## config.mk

```make
export PLATFORM = sky130hd
export DESIGN_NAME = alu_op_sequencer
export DESIGN_NICKNAME = d
export VERILOG_FILES = /design/src/rtl/alu_seq_pkg.sv /design/src/rtl/instr_fifo.sv /design/src/rtl/alu_op_sequencer.sv
export SDC_FILE = /design/constraint.sdc
export NUM_CORES = 1
export LEC_CHECK = 0
export CAP_MARGIN = 20
export CELL_PAD_IN_SITES_DETAIL_PLACEMENT = 0
export CELL_PAD_IN_SITES_GLOBAL_PLACEMENT = 1
export CORE_MARGIN = 10
export CORE_UTILIZATION = 39
export CTS_CLUSTER_SIZE = 8
export DETAILED_ROUTE_END_ITERATION = 12
export GPL_TIMING_DRIVEN = 0
export PLACE_DENSITY = 0.78
export SLEW_MARGIN = 10
export SYNTH_ARGS = -nofsm -noshare
export SYNTH_HDL_FRONTEND = slang
export SYNTH_SLANG_ARGS = --single-unit
```

## constraint.sdc

```tcl
create_clock -name clk -period 2.2 [get_ports clk]
set_input_delay 0.22 -clock clk [delete_from_list [all_inputs] [get_ports clk]]
set_output_delay 0.22 -clock clk [all_outputs]
set_load 0.05 [all_outputs]
```

## src/rtl/alu_seq_pkg.sv

```systemverilog
// Shared definitions for the ALU issue sequencer: instruction field layout,
// FSM state codes, special opcodes and the instruction decoder.
package alu_seq_pkg;

    localparam int unsigned OPW        = 8;
    localparam int unsigned INSTR_W    = 16;
    localparam int unsigned FIELD_W    = 4;
    localparam int unsigned OP_HI_LSB  = 12;
    localparam int unsigned RDEST_LSB  = 8;
    localparam int unsigned OP_EXT_LSB = 4;
    localparam int unsigned RSRC_LSB   = 0;

    localparam logic [1:0] ST_IDLE = 2'd0;
    localparam logic [1:0] ST_EXEC = 2'd1;
    localparam logic [1:0] ST_WB   = 2'd2;

    localparam logic [OPW-1:0] OP_CMP  = 8'h0B;
    localparam logic [OPW-1:0] OP_CMPI = 8'hB0;

    typedef struct packed {
        logic [OPW-1:0]     op_code;
        logic               use_imm;
        logic [INSTR_W-1:0] imm;
        logic               wr;
    } dec_t;

    function automatic dec_t decode(input logic [INSTR_W-1:0] instr);
        dec_t       d;
        logic [3:0] op_hi;
        logic [3:0] op_ext;
        logic [7:0] imm8;
        op_hi  = instr[OP_HI_LSB +: FIELD_W];
        op_ext = instr[OP_EXT_LSB +: FIELD_W];
        imm8   = {op_ext, instr[RSRC_LSB +: FIELD_W]};
        if (op_hi == 4'h0) begin
            d.op_code = {op_hi, op_ext};
            d.use_imm = 1'b0;
            d.imm     = '0;
        end else begin
            d.op_code = {op_hi, 4'h0};
            d.use_imm = 1'b1;
            d.imm     = {{8{imm8[7]}}, imm8};
        end
        // Compares only set flags, so they must never write the register file.
        d.wr = (d.op_code != OP_CMP) && (d.op_code != OP_CMPI);
        return d;
    endfunction

endpackage

```

## src/rtl/instr_fifo.sv

```systemverilog
// Synchronous instruction FIFO; a push while full is dropped even if a pop
// happens in the same cycle, since fullness comes from the registered count.
module instr_fifo #(
    parameter int unsigned DEPTH = 4,
    parameter int unsigned WIDTH = 16
) (
    input  logic                     clk,
    input  logic                     rst,
    input  logic                     push,
    input  logic [WIDTH-1:0]         din,
    input  logic                     pop,
    output logic [WIDTH-1:0]         dout,
    output logic                     full,
    output logic                     empty,
    output logic [$clog2(DEPTH):0]   count
);

    localparam int unsigned AW = $clog2(DEPTH);

    logic [WIDTH-1:0] mem_q [DEPTH];
    logic [AW-1:0]    wr_ptr_q, wr_ptr_d;
    logic [AW-1:0]    rd_ptr_q, rd_ptr_d;
    logic [AW:0]      count_q, count_d;
    logic             do_push, do_pop;

    assign full    = (count_q == (AW+1)'(DEPTH));
    assign empty   = (count_q == '0);
    assign count   = count_q;
    assign dout    = mem_q[rd_ptr_q];
    assign do_push = push && !full;
    assign do_pop  = pop && !empty;

    always_comb begin
        wr_ptr_d = wr_ptr_q;
        rd_ptr_d = rd_ptr_q;
        count_d  = count_q;
        if (do_push) begin
            wr_ptr_d = wr_ptr_q + AW'(1);
        end
        if (do_pop) begin
            rd_ptr_d = rd_ptr_q + AW'(1);
        end
        if (do_push && !do_pop) begin
            count_d = count_q + (AW+1)'(1);
        end else if (do_pop && !do_push) begin
            count_d = count_q - (AW+1)'(1);
        end
    end

    always_ff @(posedge clk or negedge rst) begin
        if (!rst) begin
            wr_ptr_q <= '0;
            rd_ptr_q <= '0;
            count_q  <= '0;
        end else begin
            wr_ptr_q <= wr_ptr_d;
            rd_ptr_q <= rd_ptr_d;
            count_q  <= count_d;
        end
    end

    always_ff @(posedge clk) begin
        if (do_push) begin
            mem_q[wr_ptr_q] <= din;
        end
    end

endmodule

```

## src/rtl/alu_op_sequencer.sv

```systemverilog
// Programmable issue controller: buffers instruction words and drives the
// register-file/ALU controls through an EXEC then WB phase per instruction.
module alu_op_sequencer
    import alu_seq_pkg::*;
#(
    parameter int unsigned DEPTH = 4
) (
    input  logic        clk,
    input  logic        rst,
    input  logic [15:0] in_instr,
    input  logic        in_valid,
    output logic        in_ready,
    input  logic        step_en,
    input  logic        step,
    output logic [15:0] regEnable,
    output logic [3:0]  a_select,
    output logic [3:0]  b_select,
    output logic        use_imm,
    output logic [15:0] immediate,
    output logic [7:0]  opCode,
    output logic        busy,
    output logic [15:0] issued_count
);

    logic [1:0]            state_q, state_d;
    logic [15:0]           ir_q, ir_d;
    logic [15:0]           cnt_q, cnt_d;
    logic                  step_prev_q;
    logic                  step_pend_q, step_pend_d;
    logic                  fifo_full, fifo_empty, fifo_pop, fifo_push;
    logic [15:0]           fifo_head;
    logic [$clog2(DEPTH):0] fifo_count;
    logic                  go, step_rise;
    dec_t                  dec;

    assign fifo_push = in_valid && in_ready;
    assign in_ready  = !fifo_full;

    instr_fifo #(
        .DEPTH (DEPTH),
        .WIDTH (16)
    ) u_fifo (
        .clk   (clk),
        .rst   (rst),
        .push  (fifo_push),
        .din   (in_instr),
        .pop   (fifo_pop),
        .dout  (fifo_head),
        .full  (fifo_full),
        .empty (fifo_empty),
        .count (fifo_count)
    );

    assign step_rise = step && !step_prev_q;
    assign go        = !fifo_empty && (!step_en || step_pend_q);

    always_comb begin
        state_d  = state_q;
        ir_d     = ir_q;
        cnt_d    = cnt_q;
        fifo_pop = 1'b0;
        case (state_q)
            ST_IDLE: begin
                if (go) begin
                    fifo_pop = 1'b1;
                    ir_d     = fifo_head;
                    state_d  = ST_EXEC;
                end
            end
            ST_EXEC: state_d = ST_WB;
            ST_WB: begin
                cnt_d = cnt_q + 16'd1;
                // Chain straight into the next EXEC to sustain one issue per two cycles.
                if (go) begin
                    fifo_pop = 1'b1;
                    ir_d     = fifo_head;
                    state_d  = ST_EXEC;
                end else begin
                    state_d = ST_IDLE;
                end
            end
            default: state_d = ST_IDLE;
        endcase
    end

    // A rise landing in a pop cycle is kept for the following instruction.
    always_comb begin
        step_pend_d = step_pend_q;
        if (!step_en) begin
            step_pend_d = 1'b0;
        end else if (step_rise) begin
            step_pend_d = 1'b1;
        end else if (fifo_pop) begin
            step_pend_d = 1'b0;
        end
    end

    always_ff @(posedge clk or negedge rst) begin
        if (!rst) begin
            state_q     <= ST_IDLE;
            ir_q        <= '0;
            cnt_q       <= '0;
            step_prev_q <= 1'b0;
            step_pend_q <= 1'b0;
        end else begin
            state_q     <= state_d;
            ir_q        <= ir_d;
            cnt_q       <= cnt_d;
            step_prev_q <= step;
            step_pend_q <= step_pend_d;
        end
    end

    assign dec          = decode(ir_q);
    assign a_select     = ir_q[RDEST_LSB +: FIELD_W];
    assign b_select     = ir_q[RSRC_LSB +: FIELD_W];
    assign opCode       = dec.op_code;
    assign use_imm      = dec.use_imm;
    assign immediate    = dec.imm;
    assign regEnable    = (state_q == ST_WB && dec.wr) ? (16'd1 << a_select) : 16'd0;
    assign busy         = (fifo_count != '0) || (state_q != ST_IDLE);
    assign issued_count = cnt_q;

endmodule

```

# Word level (Yosys, flattened, before mapping)
# Memories as Yosys holds them, arrays and structs flattened. A register that Yosys moved wholly into a read port is not among the register bits.
# Cells that the tools add are included.
# totals
elab_cells	61
ff_bits	27
mem_count	1
ram_bits	64
inputBits	21
# classes
n_addsub	5
mux	14
n_reduce_logical	26
n_eq_ne	7
shift	1
# mem_list
memory	words	width	read_ports	rd_ports_with_merged_regs	wr	line	rtl
u_fifo.mem_q	4	16	1	1	1	instr_fifo.sv:20	logic [WIDTH-1:0] mem_q [DEPTH];
# ops
cell	n
21-bit 2-to-1 mux	1
16-bit by 1-bit adder with 16-bit output, second input constant	1
16-bit 2-to-1 mux	1
1-bit by 4-bit left shift with 16-bit output, first input constant	1
1-bit logical AND	9
1-bit 2-to-1 mux	8
8-bit by 4-bit != test with 1-bit output, second input constant	1
8-bit != test, second input constant	1
1-bit logical NOT	7
3-bit 2-to-1 mux	2
2-bit case mux with 3 select lines	1
2-bit by 1-bit adder with 2-bit output, second input constant	2
4-bit logical NOT	1
2-bit nonzero test	2
3-bit by 1-bit adder with 3-bit output, second input constant	1
3-bit == test, second input constant	1
3-bit logical NOT	1
3-bit by 1-bit != test with 1-bit output, second input constant	1
3-bit nonzero test	1
3-bit by 1-bit subtractor with 3-bit output, second input constant	1
2-bit by 1-bit == test with 1-bit output, second input constant	1
2-bit == test, second input constant	1
2-bit logical NOT	1
1-bit logical OR	2
other kinds (4)	4

# Longest topological paths before layout
# logic_depth
ltp_word	9
depth_mapped	10
mapped_depth_nobuf	9

# Modules after synthesis
# A second synthesis with hierarchy kept.
# unflattened
hier_cells	295
area_unflattened_um2	4650.7
# modules_own_cells
module	area_each_um2	n_inst	cells_each	seq_area_each_um2
instr_fifo	2778.9	1	120	2097.0
alu_op_sequencer	1871.8	1	175	900.9

# Worst setup path after synthesis
# No wires, ideal clock.
# synth_timing
path_kind	reg2out
start	reg state_q[0]
end	out regEnable[0]
path_stages_with_launch	5
path_slack_ns	-0.433
arrival_ns	2.413
path_cell_list	dfrtp_1 > nor2b_1 > buf_2 > nand4b_1 > nor4_1
# synth_via
elab_chain_len	3
# synth_rtl
item	line	rtl
start: declaration	alu_op_sequencer.sv:25	logic [1:0] state_q, state_d;
start signal: assignment	alu_op_sequencer.sv:106	state_q <= state_d;
2-bit == test	alu_op_sequencer.sv:120	assign regEnable = (state_q == ST_WB && dec.wr) ? (16'd1 << a_select) : 16'd0;
1-bit logical AND	alu_op_sequencer.sv:120	
16-bit 2-to-1 mux	alu_op_sequencer.sv:120	
end: declaration	alu_op_sequencer.sv:15	output logic [15:0] regEnable,
# Every way passes these cells.

# Worst setup path in the final report
# layout_timing
start	reg ir_q[13]
end	out regEnable[9]
# layout_via
elab_chain_len	6
# layout_rtl
item	line	rtl
start: declaration	alu_op_sequencer.sv:26	logic [15:0] ir_q, ir_d;
start signal: assignment	alu_op_sequencer.sv:107	ir_q <= ir_d;
4-bit logical NOT	alu_seq_pkg.sv:35	if (op_hi == 4'h0) begin
21-bit 2-to-1 mux	alu_seq_pkg.sv:35	
8-bit by 4-bit != test with 1-bit output or 8-bit != test (tied branches)	alu_seq_pkg.sv:45	d.wr = (d.op_code != OP_CMP) && (d.op_code != OP_CMPI);
1-bit logical AND *	alu_seq_pkg.sv:45	
1-bit logical AND *	alu_op_sequencer.sv:120	
16-bit 2-to-1 mux *	alu_op_sequencer.sv:120	
# Every way passes the cells marked *; elsewhere a longest branch is shown, timed or not.

==> summary.md <==
| Metric | Value |
|---|---|
| Core ar. | `approximately 0.012 sq mm` |
| Max-capacitance violation count | `0` |
| # diodes | `0` |
| Layout area overhead | `34.1%` |
| Worst Hold Class | `input port to asynchronous set/reset pin` |
| Cell variety after synth | `35` |
| Nets | `429` |
| Fillers | `between 900 and 1000` |
| Post-synth top flop | `edfxtp_1` |
| WP data required | `around 2 ns` |
| Vias per cell | `4.91` |
| Fin crit share | `103%` |
| Arr. time, crit path | `~2 ns` |
| Mapped Nets | `roughly 320` |
| R2R Setup Slk | `around 0.15 ns` |
| CP delay by family, top | `simple AND/OR/NAND/NOR gates` |
| Final Slew Violations | `0` |
| Pwr dens | `around 1500 mW/mm^2` |
| Post-Syn Area per Cell | `between 15 and 20 sq um` |
| TritonCTS Buffers | `9` |
| Endpoints failing setup | `7` |
| Drt first pass iters | `4` |
| DRT iter0 DRCs | `159` |
| CP bufs+invs | `3` |
| Via count | `2693` |
| Synthesis-stage register bit count | `107` |
| Violated checks | `setup timing` |
| Die height | `~130 microns` |
| CP Class | `flop to output pin` |
| WL final | `roughly 9.7 mm` |
| Die area | `between 0.015 and 0.02 sq mm` |
| First-pass GRT wire length | `between 15 and 20 mm` |
| Critical path, cell by cell | `nor4_4 -> nand4_1 -> nand4b_1 -> buf_4 -> buf_4 -> nor2_1 -> buf_6` |
| CP max FO | `4` |
| Total negative slack | `-0.246 ns` |
| Worst Setup Slack, final | `-0.0668 ns` |
| Global Route Usage Sum | `around an eighth` |
| Clock root buffer | `clkbuf_16` |
| Most common cell type on the critical path | `buf_4` |
| Reg2reg end | `u_fifo.count[2]$_DFFE_PN0P_` |
| Slew HR | `between 40% and 50%` |
| Leakage | `about 2.4 nW` |
| Clk_lat worst skew | `between 0.3 and 0.4 ns` |
| RSZ-0062 raised after global routing | `true` |
| Peak supply drop | `about 0.66 mV` |
| Setup WS pre-CTS | `-0.587 ns` |
| Largest net degree at the start of global routing | `28` |
| R2R Path Start | `u_fifo.count[1]$_DFFE_PN0P_` |
| Top Ports | `just under 90` |
| Run status | `finished, violations left` |
| Setup crit start kind | `flop` |
| Total gr overflow | `0` |
| Min Tclk post-route | `roughly 2.3 ns` |
| Crit path max-delay cell type | `dfrtp_2` |
| Routed wire per std cell | `about 18 microns` |
| CP Capture Type | `output pin` |
| HPWL after detailed placement | `6.94 mm` |
| Clock sinks | `roughly 110` |
| CP peak stage delay | `about 0.45 ns` |
| Number of synthesized flops with an enable pin | `64` |
| Initial Util | `between 40% and 50%` |
| Vias in the first global route | `between 2000 and 3000` |
| Share of layout cells above drive strength 1 | `between 30 and 40%` |
| Async SR Flop Fraction | `around two fifths` |
| Detail Route Antenna Nets | `0` |
| # DRC | `0` |
| Fin Clk Skew | `0.00888 ns` |
| Post-synthesis sequential area ratio | `about two thirds` |
| H-tree depth | `3` |
| Worst Tran Pin Value | `0.871 ns` |
| Yosys warnings | `0` |
| Reg clk slew, reported paths | `0.08 ns` |
| Fmax | `around 440 MHz` |
| Post-Syn Instances | `around 290` |
| Die width | `roughly 130 microns` |
| Final hold violations | `0` |
| Mapped cell area | `about 0.0046 sq mm` |
| I/O Buffers | `87` |
| Row count | `39` |
| Final GP Congestion | `0.721` |
| Clock Path Buffers | `2` |
| Core Util, Final | `between 50% and 60%` |
| Initial antenna violation count | `0` |
| Worst r2r path cells | `10` |
| CTS tree | `done` |
flip-flops by register name (all words and copies together) (netlist names):
name and count:
u_fifo.mem_q 64, u_fifo.rd_ptr_q 2, u_fifo.wr_ptr_q 2, issued_count 16, u_fifo.count 3, ir_q 16
step_pend_q 1, state_q 2, step_prev_q 1
cells in the mapped netlist (2+ instances only):
master / n / area, sq um
nand2_1: 9 / 33.8
edfxtp_1: 64 / 1920
nor4_1: 2 / 12.5
mux2_4: 8 / 120
nor2b_1: 12 / 75.1
and3_1: 7 / 43.8
and4_1: 4 / 35.0
nand4b_1: 2 / 17.5
and2_1: 5 / 31.3
buf_2: 5 / 25.0
mux2_2: 11 / 124
nor2_1: 19 / 71.3
inv_1: 5 / 18.8
nor3_1: 4 / 20.0
mux4_1: 8 / 210
ha_1: 6 / 75.1
dfrtp_1: 43 / 1080
nand3b_1: 2 / 15.0
buf_4: 20 / 150
nand3_1: 4 / 20.0
mux4_2: 8 / 180
nand4_1: 8 / 50.1
xnor2_1: 13 / 114
clkbuf_1: 4 / 15.0
xor2_1: 8 / 70.1
worst max path at each step:
stage | startpoint | endpoint | cells past startpoint
2_1_floorplan | ir_q[13]$_DFFE_PN0P_ | immediate[10] | 4
3_3_place_gp | ir_q[12]$_DFFE_PN0P_ | regEnable[15] | 5
3_5_place_dp | ir_q[12]$_DFFE_PN0P_ | regEnable[3] | 5
4_1_cts | ir_q[14]$_DFFE_PN0P_ | regEnable[3] | 6
5_1_grt | ir_q[13]$_DFFE_PN0P_ | regEnable[9] | 7
6_report | ir_q[13]$_DFFE_PN0P_ | regEnable[9] | 7
final cells by class:
class	instances	area, sq um	share of cell area [%]
buffer	32	231	3.73
clock buffer	9	225	3.63
clock inverter	7	87.6	1.41
inverter	5	18.8	0.302
multi-input combinational	147	1480	23.9
sequential	107	3000	48.4
tap	143	179	2.88
timing repair buffer	99	981	15.8
per-stage QoR:
step | hold WS, ns | cell area, sq um | power [mW] | std cells
3_5_place_dp | 0.192 | 5720 | 7.58 | 522
2_1_floorplan | -0.0756 | 4650 | 6.23 | 291
3_3_place_gp | 0.433 | 5700 | 7.48 | 521
6_report | 0.348 | 6210 | 9.25 | 549
4_1_cts | 0.340 | 6090 | 9.26 | 547
5_1_grt | 0.326 | 6210 | 9.74 | 549
kinds of logic after synthesis:
logic type / synth area share, %
buf+inv: 5.27
compound gates: 0.270
simple gates: 9.92
xor+xnor: 3.98
fa+ha+maj: 2.06
mux: 13.7
flops: 64.8
cell usage in the layout, fill, tap and decap left out, types with 5 or more instances in the layout:
cell             instances
and2_1                   6
and3_1                   7
buf_2                   10
buf_4                   31
buf_6                   12
clkbuf_16                9
clkdlybuf4s15_2          9
clkdlybuf4s50_1         49
dfrtp_1                 39
dlygate4sd2_1            8
edfxtp_1                64
ha_1                     6
inv_1                    5
mux2_2                  11
mux2_4                   8
mux4_1                   8
mux4_2                   8
nand2_1                  8
nand4_1                  8
nor2_1                  10
nor2_2                   5
nor2b_1                 11
xnor2_1                 13
xor2_1                   8
timing repair:
action,CTS,global route
endpoints found under the hold margin,16,0
hold buffers,1,0
endpoints found under the setup margin,39,35
gates resized for setup,148,56
pin swaps,4,9
setup buffers,8,2
metal layers:
metal  vias up  global-route usage (%)  wire (microns)
met2        69                    20.4            4910
li1       1273                       -               -
met1      1344                    13.5            3980
met4         0                    4.01             119
met5         -                       0               0
met3         7                    4.80             685
power breakdown:
group          total (mW)  switching (mW)  internal, mW
Sequential           3.06           0.353          2.70
Clock                1.68           0.767         0.916
Combinational        4.51            2.64          1.87
Power figures use the tool's default switching activity.
